## config.mk

```make
export PLATFORM = sky130hd
export DESIGN_NAME = gcd_request_driver_flat
export DESIGN_NICKNAME = d
export VERILOG_FILES = /design/src/rtl/gcd_request_driver_if.sv /design/src/rtl/gcd_request_driver.sv /design/src/flat_wrapper.sv
export SDC_FILE = /design/constraint.sdc
export NUM_CORES = 1
export LEC_CHECK = 0
export BUFFER_PORTS_ARGS = -buffer_cell sky130_fd_sc_hd__clkbuf_2
export CAP_MARGIN = 5
export CORE_UTILIZATION = 30
export CTS_BUF_LIST = sky130_fd_sc_hd__clkbuf_8
export CTS_CLUSTER_DIAMETER = 100
export DETAILED_ROUTE_END_ITERATION = 16
export PLACE_DENSITY_LB_ADDON = 0.2
export SYNTH_ARGS = -nofsm -noshare
export SYNTH_HDL_FRONTEND = slang
export SYNTH_SLANG_ARGS = --single-unit
export TNS_END_PERCENT = 30
```

## constraint.sdc

```tcl
create_clock -name clk -period 6.2 [get_ports clk]
set_input_delay 0.31 -clock clk [delete_from_list [all_inputs] [get_ports clk]]
set_output_delay 0.31 -clock clk [all_outputs]
set_load 0.01 [all_outputs]
```

## src/rtl/gcd_request_driver_if.sv

```systemverilog
// Interface between the GCD request driver and its surroundings: the host
// request/response ports and the serial-load GCD engine bus.
interface gcd_request_driver_if #(
    parameter int unsigned WIDTH = 16
);
    logic             req_valid;
    logic             req_ready;
    logic [WIDTH-1:0] req_a;
    logic [WIDTH-1:0] req_b;
    logic             rsp_valid;
    logic             rsp_ready;
    logic [WIDTH-1:0] rsp_gcd;
    logic             rsp_timeout;
    logic             busy;
    logic             eng_start;
    logic [WIDTH-1:0] eng_data;
    logic             eng_clear;
    logic             eng_done;
    logic [WIDTH-1:0] eng_result;

    // Driver side.
    modport master (
        input  req_valid, req_a, req_b, rsp_ready, eng_done, eng_result,
        output req_ready, rsp_valid, rsp_gcd, rsp_timeout, busy,
               eng_start, eng_data, eng_clear
    );

    // Host sequencer plus engine side.
    modport slave (
        output req_valid, req_a, req_b, rsp_ready, eng_done, eng_result,
        input  req_ready, rsp_valid, rsp_gcd, rsp_timeout, busy,
               eng_start, eng_data, eng_clear
    );
endinterface

```

## src/rtl/gcd_request_driver.sv

```systemverilog
// GCD request driver: accepts operand pairs, loads them serially into the
// GCD engine, waits for the result under a timeout and returns it on a
// valid/ready response port. Zero operands bypass the engine entirely.
module gcd_request_driver #(
    parameter int unsigned WIDTH   = 16,
    parameter int unsigned TIMEOUT = 1024,
    parameter int unsigned CNT_W   = 11
) (
    input  logic                 clk,
    input  logic                 rst,
    gcd_request_driver_if.master bus
);

    typedef enum logic [2:0] {
        IDLE,
        LOAD_A,
        LOAD_B,
        WAIT,
        RESP,
        CLEAR
    } state_t;

    localparam logic [CNT_W-1:0] CNT_LAST = CNT_W'(TIMEOUT - 1);

    state_t           state;
    logic [WIDTH-1:0] b_q;
    logic [WIDTH-1:0] result;
    logic [CNT_W-1:0] cnt;
    logic             timeout_q;
    logic             eng_used;
    logic             req_ready_q;
    logic             rsp_valid_q;
    logic             busy_q;
    logic             eng_start_q;
    logic [WIDTH-1:0] eng_data_q;
    logic             eng_clear_q;

    // Every output is a register that holds the value belonging to the
    // current state, so nothing combinational reaches the ports.
    assign bus.req_ready   = req_ready_q;
    assign bus.rsp_valid   = rsp_valid_q;
    assign bus.rsp_gcd     = result;
    assign bus.rsp_timeout = timeout_q;
    assign bus.busy        = busy_q;
    assign bus.eng_start   = eng_start_q;
    assign bus.eng_data    = eng_data_q;
    assign bus.eng_clear   = eng_clear_q;

    // Job sequencer: state plus the registered outputs of the next state.
    always_ff @(posedge clk) begin
        if (rst) begin
            state       <= CLEAR;
            b_q         <= '0;
            result      <= '0;
            cnt         <= '0;
            timeout_q   <= 1'b0;
            eng_used    <= 1'b0;
            req_ready_q <= 1'b0;
            rsp_valid_q <= 1'b0;
            busy_q      <= 1'b0;
            eng_start_q <= 1'b0;
            eng_data_q  <= '0;
            eng_clear_q <= 1'b0;
        end else begin
            case (state)
                IDLE: begin
                    if (bus.req_valid) begin
                        b_q         <= bus.req_b;
                        req_ready_q <= 1'b0;
                        busy_q      <= 1'b1;
                        if (bus.req_a == '0 || bus.req_b == '0) begin
                            result      <= bus.req_a | bus.req_b;
                            timeout_q   <= 1'b0;
                            eng_used    <= 1'b0;
                            rsp_valid_q <= 1'b1;
                            state       <= RESP;
                        end else begin
                            // Operand A goes straight onto the bus so it is
                            // presented together with the start strobe.
                            eng_used    <= 1'b1;
                            eng_start_q <= 1'b1;
                            eng_data_q  <= bus.req_a;
                            state       <= LOAD_A;
                        end
                    end
                end

                LOAD_A: begin
                    eng_start_q <= 1'b0;
                    eng_data_q  <= b_q;
                    state       <= LOAD_B;
                end

                LOAD_B: begin
                    eng_data_q <= '0;
                    cnt        <= '0;
                    state      <= WAIT;
                end

                WAIT: begin
                    if (cnt != '1) begin
                        cnt <= cnt + CNT_W'(1);
                    end
                    if (bus.eng_done) begin
                        result      <= bus.eng_result;
                        timeout_q   <= 1'b0;
                        rsp_valid_q <= 1'b1;
                        state       <= RESP;
                    end else if (cnt == CNT_LAST) begin
                        result      <= '0;
                        timeout_q   <= 1'b1;
                        rsp_valid_q <= 1'b1;
                        state       <= RESP;
                    end
                end

                RESP: begin
                    if (bus.rsp_ready) begin
                        rsp_valid_q <= 1'b0;
                        if (eng_used) begin
                            eng_clear_q <= 1'b1;
                            state       <= CLEAR;
                        end else begin
                            req_ready_q <= 1'b1;
                            busy_q      <= 1'b0;
                            state       <= IDLE;
                        end
                    end
                end

                CLEAR: begin
                    // Entered from reset with the pulse still low: raise it
                    // for one cycle here before returning to IDLE.
                    if (eng_clear_q) begin
                        eng_clear_q <= 1'b0;
                        req_ready_q <= 1'b1;
                        busy_q      <= 1'b0;
                        state       <= IDLE;
                    end else begin
                        eng_clear_q <= 1'b1;
                        busy_q      <= 1'b1;
                    end
                end

                default: begin
                    state <= CLEAR;
                end
            endcase
        end
    end

endmodule

```

## src/flat_wrapper.sv

```systemverilog
// flat-port wrapper written by rule: the top's interface ports become plain ports
module gcd_request_driver_flat 
#(
    parameter int unsigned WIDTH   = 16,
    parameter int unsigned TIMEOUT = 1024,
    parameter int unsigned CNT_W   = 11
)
  (clk, rst, bus_req_valid, bus_req_a, bus_req_b, bus_rsp_ready, bus_eng_done, bus_eng_result, bus_req_ready, bus_rsp_valid, bus_rsp_gcd, bus_rsp_timeout, bus_busy, bus_eng_start, bus_eng_data, bus_eng_clear);
  gcd_request_driver_if #(.WIDTH(WIDTH)) bus_i ();
  input  logic clk;
  input  logic rst;
  input wire logic [$bits(bus_i.req_valid)-1:0] bus_req_valid;
  input wire logic [$bits(bus_i.req_a)-1:0] bus_req_a;
  input wire logic [$bits(bus_i.req_b)-1:0] bus_req_b;
  input wire logic [$bits(bus_i.rsp_ready)-1:0] bus_rsp_ready;
  input wire logic [$bits(bus_i.eng_done)-1:0] bus_eng_done;
  input wire logic [$bits(bus_i.eng_result)-1:0] bus_eng_result;
  output wire logic [$bits(bus_i.req_ready)-1:0] bus_req_ready;
  output wire logic [$bits(bus_i.rsp_valid)-1:0] bus_rsp_valid;
  output wire logic [$bits(bus_i.rsp_gcd)-1:0] bus_rsp_gcd;
  output wire logic [$bits(bus_i.rsp_timeout)-1:0] bus_rsp_timeout;
  output wire logic [$bits(bus_i.busy)-1:0] bus_busy;
  output wire logic [$bits(bus_i.eng_start)-1:0] bus_eng_start;
  output wire logic [$bits(bus_i.eng_data)-1:0] bus_eng_data;
  output wire logic [$bits(bus_i.eng_clear)-1:0] bus_eng_clear;
  assign bus_i.req_valid = bus_req_valid;
  assign bus_i.req_a = bus_req_a;
  assign bus_i.req_b = bus_req_b;
  assign bus_i.rsp_ready = bus_rsp_ready;
  assign bus_i.eng_done = bus_eng_done;
  assign bus_i.eng_result = bus_eng_result;
  assign bus_req_ready = bus_i.req_ready;
  assign bus_rsp_valid = bus_i.rsp_valid;
  assign bus_rsp_gcd = bus_i.rsp_gcd;
  assign bus_rsp_timeout = bus_i.rsp_timeout;
  assign bus_busy = bus_i.busy;
  assign bus_eng_start = bus_i.eng_start;
  assign bus_eng_data = bus_i.eng_data;
  assign bus_eng_clear = bus_i.eng_clear;
  gcd_request_driver #(.WIDTH(WIDTH), .TIMEOUT(TIMEOUT), .CNT_W(CNT_W)) u_core (.clk(clk), .rst(rst), .bus(bus_i));
endmodule
```

Word-level counts from Yosys, hierarchy flattened:

Cells that the tools add are included.

* add/subtract/negate cells: 1
* eq/ne operators: 16
* muxes and demuxes: 45
* bitwise gates (word level): 1
* reductions and logical operators: 21

Operators by type and width (number)
* 16-bit 2-to-1 mux: 6
* 16-bit case mux with 3 select lines: 1
* 16-bit logical NOT: 2
* 16-bit case mux with 2 select lines: 1
* 11-bit case mux with 2 select lines: 1
* 1-bit 2-to-1 mux: 21
* 3-bit 2-to-1 mux: 7
* 3-bit case mux with 6 select lines: 1
* 16-bit bitwise OR: 1
* 4-bit AND reduction: 3
* 11-bit by 1-bit adder with 11-bit output (second input constant): 1
* 11-bit by 10-bit equality test with 1-bit output (second input constant): 1
* 11-bit 2-to-1 mux: 1
* 11-bit inequality test (second input constant): 1
* 5-bit AND reduction: 2
* 1-bit case mux with 3 select lines: 3
* 3-bit AND reduction: 3
* 3-bit nonzero test: 3
* 2-bit by 1-bit inequality test with 1-bit output (second input constant): 4
* 2-bit inequality test (second input constant): 4
* 2-bit nonzero test: 4
* 3-bit by 2-bit equality test with 1-bit output (second input constant): 2
* 3-bit equality test (second input constant): 2
* 1-bit case mux with 2 select lines: 3
* other kinds (5): 6

* flip-flop bits (word level): 69
* bits of input ports: 53
* output and inout bits: 38
* logic and storage cells: 96

Depth between registers and ports, before layout:

Gate-level depths: netlist of the first run.

* depth in word-level cells: 5
* gate-level depth with buffers: 7
* mapped depth without buffers: 6

Least setup slack after synthesis of the first run:

OpenSTA, ideal clock, no wires.

* kind: reg-to-reg
* start: reg u_core.cnt[4]
* end: reg u_core.result[10], in the netlist u_core.bus.rsp_gcd[10]
* arrival time: 1928 ps
* required time: 6085 ps
* setup slack: 4156 ps
* cell stages (with the launch flop): 7
* buffers on the path: 1
* cells stage by stage: dfxtp_1 > nand4_2 > or4_4 > a221oi_4 > nand2_4 > buf_6 > a31o_1

* longest elaborated chain between the ends: 3

RTL lines
* start: declaration: line gcd_request_driver.sv:28 `logic [CNT_W-1:0] cnt;`
* start signal: assignment: line gcd_request_driver.sv:102 `cnt <= cnt + CNT_W'(1);`
* 11-bit by 10-bit equality test with 1-bit output: line gcd_request_driver.sv:109 `end else if (cnt == CNT_LAST) begin`
* 3-bit by 2-bit inequality test with 1-bit output (no line)
* 4-bit AND reduction (no line)
* end signal: assignment: line gcd_request_driver.sv:72 `result <= bus.req_a | bus.req_b;`
* end signal: assignment: line gcd_request_driver.sv:105 `result <= bus.eng_result;`
* end: declaration: line gcd_request_driver.sv:27 `logic [WIDTH-1:0] result;`

No other way between the ends.
A chain may end at the register's enable or synchronous reset.

Worst setup path after layout of the first run:

* start: reg u_core.state[1]
* end: reg u_core.result[14], in the netlist u_core.bus.rsp_gcd[14]

* longest elaborated chain between the ends: 3
* elaborated cells on any way between the ends: 8
* those cells by class: eq/ne: 4; mux: 1; reduce/logical: 3

RTL lines
* start: declaration: line gcd_request_driver.sv:25 `state_t state;`
* start signal: assignment: line gcd_request_driver.sv:52 `state <= CLEAR;`
* start signal: assignment: line gcd_request_driver.sv:76 `state <= RESP;`
* start signal: assignment: line gcd_request_driver.sv:83 `state <= LOAD_A;`
* 3-bit by 2-bit equality test with 1-bit output / 3-bit logical NOT (equally long branches): line gcd_request_driver.sv:65 `case (state)`
* 3-bit by 2-bit inequality test with 1-bit output (no line), or another cell as far along
* 4-bit AND reduction (no line)

Parallel ways exist; a longest one is shown, timed or not.

==> impl_metrics.ini, run 1 <==
[outcome]
outcome = completed

[timing]
setup_tns_ns = 0
setup_violations = 0
post-route-period-util_pct = 48.8
fmax_mhz = 331
hold_violations = 0
tightest_slew_ns = 1.25
worst_slack_ns = 3.18
grt_setup_unrepaired = false
slew_violations = 0
skew_ns = 0.00568
fin_hold_ws_ns = 0.201
fin_crit_ns = 3.02
max-slew-margin-rel_pct = 16.6

[power]
p_leak_nw = 1.80
p_switching_w = 0.000467
power.share.clock_pct = 29.9
p_per_area_nw_per_um2 = 304
p_int_w = 0.000835
max-vdd-ir-drop_uv = 118
pwr-share-comb_pct = 28.9
switching_share_pct = 35.9
pwr-share-seq_pct = 41.2

[grt]
grt-ovfl-total = 0
first_global_vias = 3360
antenna_found_initial = 0
grt_pass1_wl_um = 17900
grt_usage_pct = 18.3
grt_max_degree = 46

[clock_tree]
post_cts_buffers = 0
clock-sinks = 69
clk_pin_slew_ns = 0.08
clkLatencyLatePin_ns = 0.35
hold_buffers = 0
root_buffer = clkbuf_8
cts_buffer_depth = 2
htree_levels = 3
cts_tree = done
cts_resized = 0
cts_buffers = 9

[finish]
nets = 560
area_growth_pct = 20.5
regArea_um2 = 1380
multiInputGateArea_um2 = 2020
n_antenna_cell = 0
layoutNonFillerInstCount = 654
drive_above_1_share_pct = 23.9
fillers = 1196
post-route-cell-area_um2 = 4280

[logic_synthesis]
postSynth.asyncResetShare_pct = 0
ys_warn_count = 0
syn_nets = 489
synth_cells = 435
ys_seq_area_share_pct = 38.9
yosys_most_used_dff = dfxtp_1
synth_edf_count = 0
synth_seq_cells = 69
synth_cell_types = 50
synth.cell_area_um2 = 3550
avgSynthCellArea_um2 = 8.16

[die]
io_pins = 91
core_um2 = 11500
die_w_um = 111
initial_utilization_pct = 31.0
dieArea_um2 = 12300
die_y_um = 111
num_rows = 39

[route]
met1_length_um = 5600
wl_met3_um = 503
drc = 0
dr.pass1.iters = 4
vias = 3569
highest_layer = met4
wire_per_inst_um = 17.1
drt-initial-drc-count = 295
wl_um = 11200
met2_length_um = 4840
ant_nets = 0
vias_per_cell = 5.46

[worst_setup_path]
end_kind = flop
regToRegEndpoint = u_core.bus.rsp_gcd[14]$_SDFFE_PP0P_
reg2reg_setup_slack_ns = 3.18
critPathLaunchType = flop
critPathKind = reg2reg
r2r_cells = 5
cp.required_ns = 6.44
reg2reg_from = u_core.state[1]$_SDFFE_PP0P_
crit_fanout = 32
crit_arrival_ns = 3.27

[place]
pre_cts_ws_ns = 3.21
dpl-instance-area_um2 = 4070
finalWeightedCongestion = 0.789
place_inst = 638
io_buffers = 90
dp_hpwl_um = 8100

[worst_hold_path]
worstHoldStart = bus_req_b[8]
hold_path_end = u_core.b_q[8]$_SDFFE_PP0P_
hold_class = in2reg
min_path_cells = 3

[run]
max_cap_violations = 0
area by class of cell:
type	instances	area share [%]
clock buffers	12	3.86
well taps	143	4.18
clock inverters	4	1.05
flip-flops and latches	69	32.3
inverters	5	0.439
multi-input cells	328	47.1
repair buffers	93	11.1
critical path, cell delays in order, from the launching register on:
cell,delay (ns)
dfxtp_1,1.06
nor4_1,0.14
or4_4,0.54
a221oi_4,0.56
nand2_4,0.25
mux2_2,0.34
stage by stage:
stage	util [%]	power [W]
2_1_floorplan	-	0.000804
3_3_place_gp	35.5	0.000915
3_5_place_dp	35.5	0.000920
4_1_cts	37.3	0.00131
5_1_grt	37.3	0.00138
6_report	37.3	0.00130
power groups by stage:
stage	clock network [W]	registers [W]	logic, W
2_1_floorplan	0	0.000530	0.000274
3_3_place_gp	0	0.000545	0.000370
3_5_place_dp	0	0.000546	0.000374
4_1_cts	0.000402	0.000536	0.000375
5_1_grt	0.000419	0.000544	0.000414
6_report	0.000390	0.000536	0.000376
routing by layer:
metal / global-route usage [%] / vias to the layer above
li1: - / 1754
met1: 25.3 / 1694
met2: 27.7 / 105
met3: 4.16 / 16
met4: 6.84 / 0
met5: 0 / -
placed cells by master (no fill, tap or decap), types with 7 or more instances in the layout:
cell type / n
a21oi_1: 47
dfxtp_1: 69
nand2_1: 55
clkbuf_2: 90
nor2_1: 21
mux2i_1: 17
o22ai_1: 7
and3_1: 20
a22o_1: 27
a31o_1: 10
o21ai_0: 30
nor4_1: 10
nand3_1: 21
clkbuf_8: 12
nor3_1: 7
cells in the mapped netlist, types with 2 or more instances:
cell type | instances | area share (%)
o21ai_0 | 30 | 4.2
o22ai_1 | 7 | 1.2
nor3_1 | 7 | 0.99
a31o_1 | 10 | 2.5
nand2b_1 | 4 | 0.70
xnor2_1 | 3 | 0.74
dfxtp_1 | 69 | 39
clkbuf_1 | 28 | 3.0
a311oi_1 | 2 | 0.49
or2_2 | 2 | 0.35
inv_1 | 4 | 0.42
buf_1 | 2 | 0.21
xor2_1 | 4 | 0.99
a21oi_1 | 47 | 6.6
a221oi_1 | 2 | 0.49
nand3b_1 | 2 | 0.42
a22oi_1 | 2 | 0.42
nor2_1 | 21 | 2.2
nand3_1 | 21 | 3.0
o31a_1 | 2 | 0.49
or3_1 | 2 | 0.35
nor4_1 | 10 | 1.8
a31o_2 | 5 | 1.2
buf_2 | 2 | 0.28
and2_1 | 2 | 0.35
nor2b_1 | 2 | 0.35
mux2i_1 | 17 | 4.8
and3_1 | 20 | 3.5
a22o_1 | 27 | 6.7
nand2_1 | 55 | 5.8
nand4_1 | 5 | 0.88
worst max-delay path by stage:
| stage | startpoint | end |
|---|---|---|
| 3_3_place_gp | u_core.state[1]$_SDFFE_PP0P_ | u_core.bus.rsp_gcd[14]$_SDFFE_PP0P_ |
| 6_report | u_core.state[1]$_SDFFE_PP0P_ | u_core.bus.rsp_gcd[14]$_SDFFE_PP0P_ |
| 5_1_grt | u_core.state[1]$_SDFFE_PP0P_ | u_core.bus.eng_data[8]$_SDFFE_PP0P_ |
| 2_1_floorplan | u_core.cnt[4]$_SDFFE_PP0P_ | u_core.bus.rsp_gcd[10]$_SDFFE_PP0P_ |
| 3_5_place_dp | u_core.state[1]$_SDFFE_PP0P_ | u_core.bus.rsp_gcd[14]$_SDFFE_PP0P_ |
| 4_1_cts | u_core.state[1]$_SDFFE_PP0P_ | u_core.bus.rsp_gcd[14]$_SDFFE_PP0P_ |
logic make-up (layout without fill, tap and decap cells):
kind of cell,after synthesis,after routing,synth area share [%]
AND/OR/NAND/NOR,159,159,22.4
AO/OA/AOI/OAI,143,143,27.2
flip-flops,69,69,38.9
buffers and inverters,38,114,4.30
multiplexers,18,18,5.11
XOR/XNOR,7,7,1.73
adder cells (fa/ha/maj),1,1,0.352
state kept, by name, indices dropped and copies added, names as in the netlist:
name / flops
u_core.bus.eng_data: 16
u_core.bus.rsp_gcd: 16
u_core.bus.rsp_timeout: 1
u_core.bus.busy: 1
u_core.bus.eng_start: 1
u_core.b_q: 16
u_core.state: 3
u_core.cnt: 11
u_core.bus.rsp_valid: 1
u_core.bus.req_ready: 1
u_core.bus.eng_clear: 1
u_core.eng_used: 1
(Power assumes the default switching activity.)
==> run 2, diff against run 1 <==
--- a/config.mk
+++ b/config.mk
@@ -5,6 +5,7 @@
 export SDC_FILE = /design/constraint.sdc
 export NUM_CORES = 1
 export LEC_CHECK = 0
+export ABC_AREA = 1
 export BUFFER_PORTS_ARGS = -buffer_cell sky130_fd_sc_hd__clkbuf_2
 export CAP_MARGIN = 5
 export CORE_UTILIZATION = 30
==> constraint.sdc (replaced) <==
create_clock -name clk -period 2.5 [get_ports clk]
set_input_delay 0.125 -clock clk [delete_from_list [all_inputs] [get_ports clk]]
set_output_delay 0.125 -clock clk [all_outputs]
set_load 0.01 [all_outputs]
==> run 2 against run 1 <==
Compared with the run above:
- setup slack lost 2.7 ns
- sequential share of layout area grew 0.65 points
- flip-flop and latch count is the same
- combinational power grew to 3.8 times the previous value
- first-iteration DRC count shrank 46%
- maximum frequency grew 52%
- clock-buffer cell count shrank 3
- hold slack lost 0.14 ns
- register-to-register slack lost 2.7 ns
- critical endpoint is now u_core.bus.rsp_gcd[0]$_SDFFE_PP0P_
- largest cell class unchanged
==> impl_metrics.ini, run 2 <==
[die]
num_rows = 38
core_um2 = 10900
initial_utilization_pct = 31.2
die_w_um = 109
io_pins = 91
die_y_um = 109
dieArea_um2 = 11800

[timing]
post-route-period-util_pct = 79.5
setup_tns_ns = 0
hold_violations = 0
fmax_mhz = 503
fin_crit_ns = 1.99
tightest_slew_ns = 0.390
skew_ns = 0.00687
grt_setup_unrepaired = false
max-slew-margin-rel_pct = 74.0
setup_violations = 0
slew_violations = 0

[logic_synthesis]
postSynth.asyncResetShare_pct = 0
ys_warn_count = 0
post-synth-top-count-cell = nor2_1
synth_cell_types = 31
synth_top_cell_by_area = dfxtp_1
synth_edf_count = 0
syn_nets = 564
synth_seq_cells = 69
avgSynthCellArea_um2 = 6.69
synth_commonest_cells = nor2_1 (116), nand2_1 (115), dfxtp_1 (69)
yosysTopAreaCellShare_pct = 40.5
synth_area_leaders = dfxtp_1 (41%), nor2_1 (13%), nand2_1 (13%)
yosys_most_used_dff = dfxtp_1
synth.cell_area_um2 = 3410
ys_seq_area_share_pct = 40.5
synth_cells = 510

[grt]
antenna_found_initial = 0
grt_max_degree = 34
first_global_vias = 3246
grt_usage_pct = 17.9
grt-ovfl-total = 0
grt_pass1_wl_um = 16200

[route]
drc = 0
vias = 3573
vias_per_cell = 4.83
wire_per_inst_um = 13.6
wl_um = 10000
ant_nets = 0
dr.pass1.iters = 5
drt-initial-drc-count = 160

[place]
place_inst = 723
io_buffers = 90
dp_hpwl_um = 7540
finalWeightedCongestion = 0.828

[finish]
layoutNonFillerInstCount = 739
nets = 648
area_growth_pct = 23.0
n_antenna_cell = 0
layout_common_cells = nor2_1 (116), nand2_1 (115), clkbuf_2 (90)
layout_commonest_cell = nor2_1
drive_above_1_share_pct = 21.5

[run]
max_cap_violations = 0

[clock_tree]
clock-sinks = 69
root_buffer = clkbuf_8
htree_levels = 3
clk_pin_slew_ns = 0.07
cts_resized = 0
hold_buffers = 0
post_cts_buffers = 0
cts_tree = done
clkLatencyLatePin_ns = 0.36
cts_buffer_depth = 2
cts_buffers = 9

[worst_setup_path]
crit_chain = inv_2 -> nand2_2 -> nor2_2 -> buf_4 -> nand2_1 -> nand2_1 -> buf_4 -> nand2_1 -> nand2_1 -> a21oi_1
end_kind = flop
cp_top_family = simple AND/OR/NAND/NOR gates
crit_fanout = 33
cp_num_buf_inv = 3
critPathLaunchType = flop
slowest_delay_ns = 0.36
cp.required_ns = 2.74
critPathKind = reg2reg
crit_arrival_ns = 2.22
reg2reg_setup_slack_ns = 0.51
crit_top_cell = nand2_1
critPathSlowestCell = dfxtp_1

[outcome]
outcome = completed

[power]
p_leak_nw = 1.86
p_per_area_nw_per_um2 = 919
max-vdd-ir-drop_uv = 454

[worst_hold_path]
hold_class = in2reg
[run 2: cell types whose count changed in the layout (fill, tap and decap cells not counted), moves of 14 or more]
cell,change
inv_1,+14
o21ai_0,-20
a31oi_1,+15
a22o_1,-27
nand3_1,+28
mux2i_1,-17
nand2_1,+60
and3_1,-19
a22oi_1,+14
nor2_1,+95
[run 2: area by class of cell]
class	count	area [um^2]
timing repair buffer	100	526
tap	140	175
sequential	69	1380
inverter	21	78.8
multi-input combinational	393	1830
fill	1240	6740
clock buffer	9	124
clock inverter	7	82.6
[run 2: cells by family (layout without fill, tap and decap cells)]
kind of cell | after synthesis | after routing | synth area share [%]
AOI/OAI and AO/OA | 96 | 96 | 16.8
buffers and inverters | 48 | 137 | 5.91
xor gates and xnor gates | 3 | 3 | 0.771
and+or+nand+nor | 293 | 293 | 35.6
adders and majority gates | 1 | 1 | 0.367
DFF | 69 | 69 | 40.5
[run 2: final timing paths]
| path | start | end | depth (start not counted) |
|---|---|---|---|
| worst max-delay path | u_core.state[1]$_SDFFE_PP0P_ | u_core.bus.rsp_gcd[0]$_SDFFE_PP0P_ | 10 |
| worst min-delay path | bus_req_b[8] | u_core.b_q[8]$_SDFFE_PP0P_ | 3 |
| worst max register to register | u_core.state[1]$_SDFFE_PP0P_ | u_core.bus.rsp_gcd[0]$_SDFFE_PP0P_ | 10 |
| worst min register to register | u_core.b_q[8]$_SDFFE_PP0P_ | u_core.b_q[8]$_SDFFE_PP0P_ | 2 |
[run 2: power by group]
group	internal, W	leakage, nW	switching, W
sequential	0.00132	0.562	0.000143
combinational	0.000514	1.18	0.000911
clock	0.000549	0.115	0.000422
total	0.00238	1.86	0.00148
[run 2: tightest hold or removal path: cells and delay by family]
| kind | cells | cell delay [ns] |
|---|---|---|
| AOI/OAI and AO/OA | 1 | 0.06 |
| and+or+nand+nor | 1 | 0.08 |
| buffers and inverters | 1 | 0.10 |
[run 2: stage by stage]
step	setup slack (ns)	hold WS (ns)	power (W)	instance area, um^2	utilization (%)
6_report	0.513	0.0563	0.00386	4190	38.4
2_1_floorplan	0.919	0.290	0.00245	3410	-
3_5_place_dp	0.554	0.426	0.00292	3990	36.5
3_3_place_gp	0.611	0.421	0.00290	3990	36.5
4_1_cts	0.513	0.0358	0.00391	4190	38.4
5_1_grt	0.270	0.0461	0.00418	4190	38.4
[run 2: routing by layer]
metal / vias up / track usage [%] / share of wire, %
met2: 86 / 26.6 / 44
li1: 1854 / - / -
met4: 0 / 7.72 / 2.4
met5: - / 0 / 0
met1: 1612 / 23.9 / 48
met3: 21 / 5.24 / 5.8
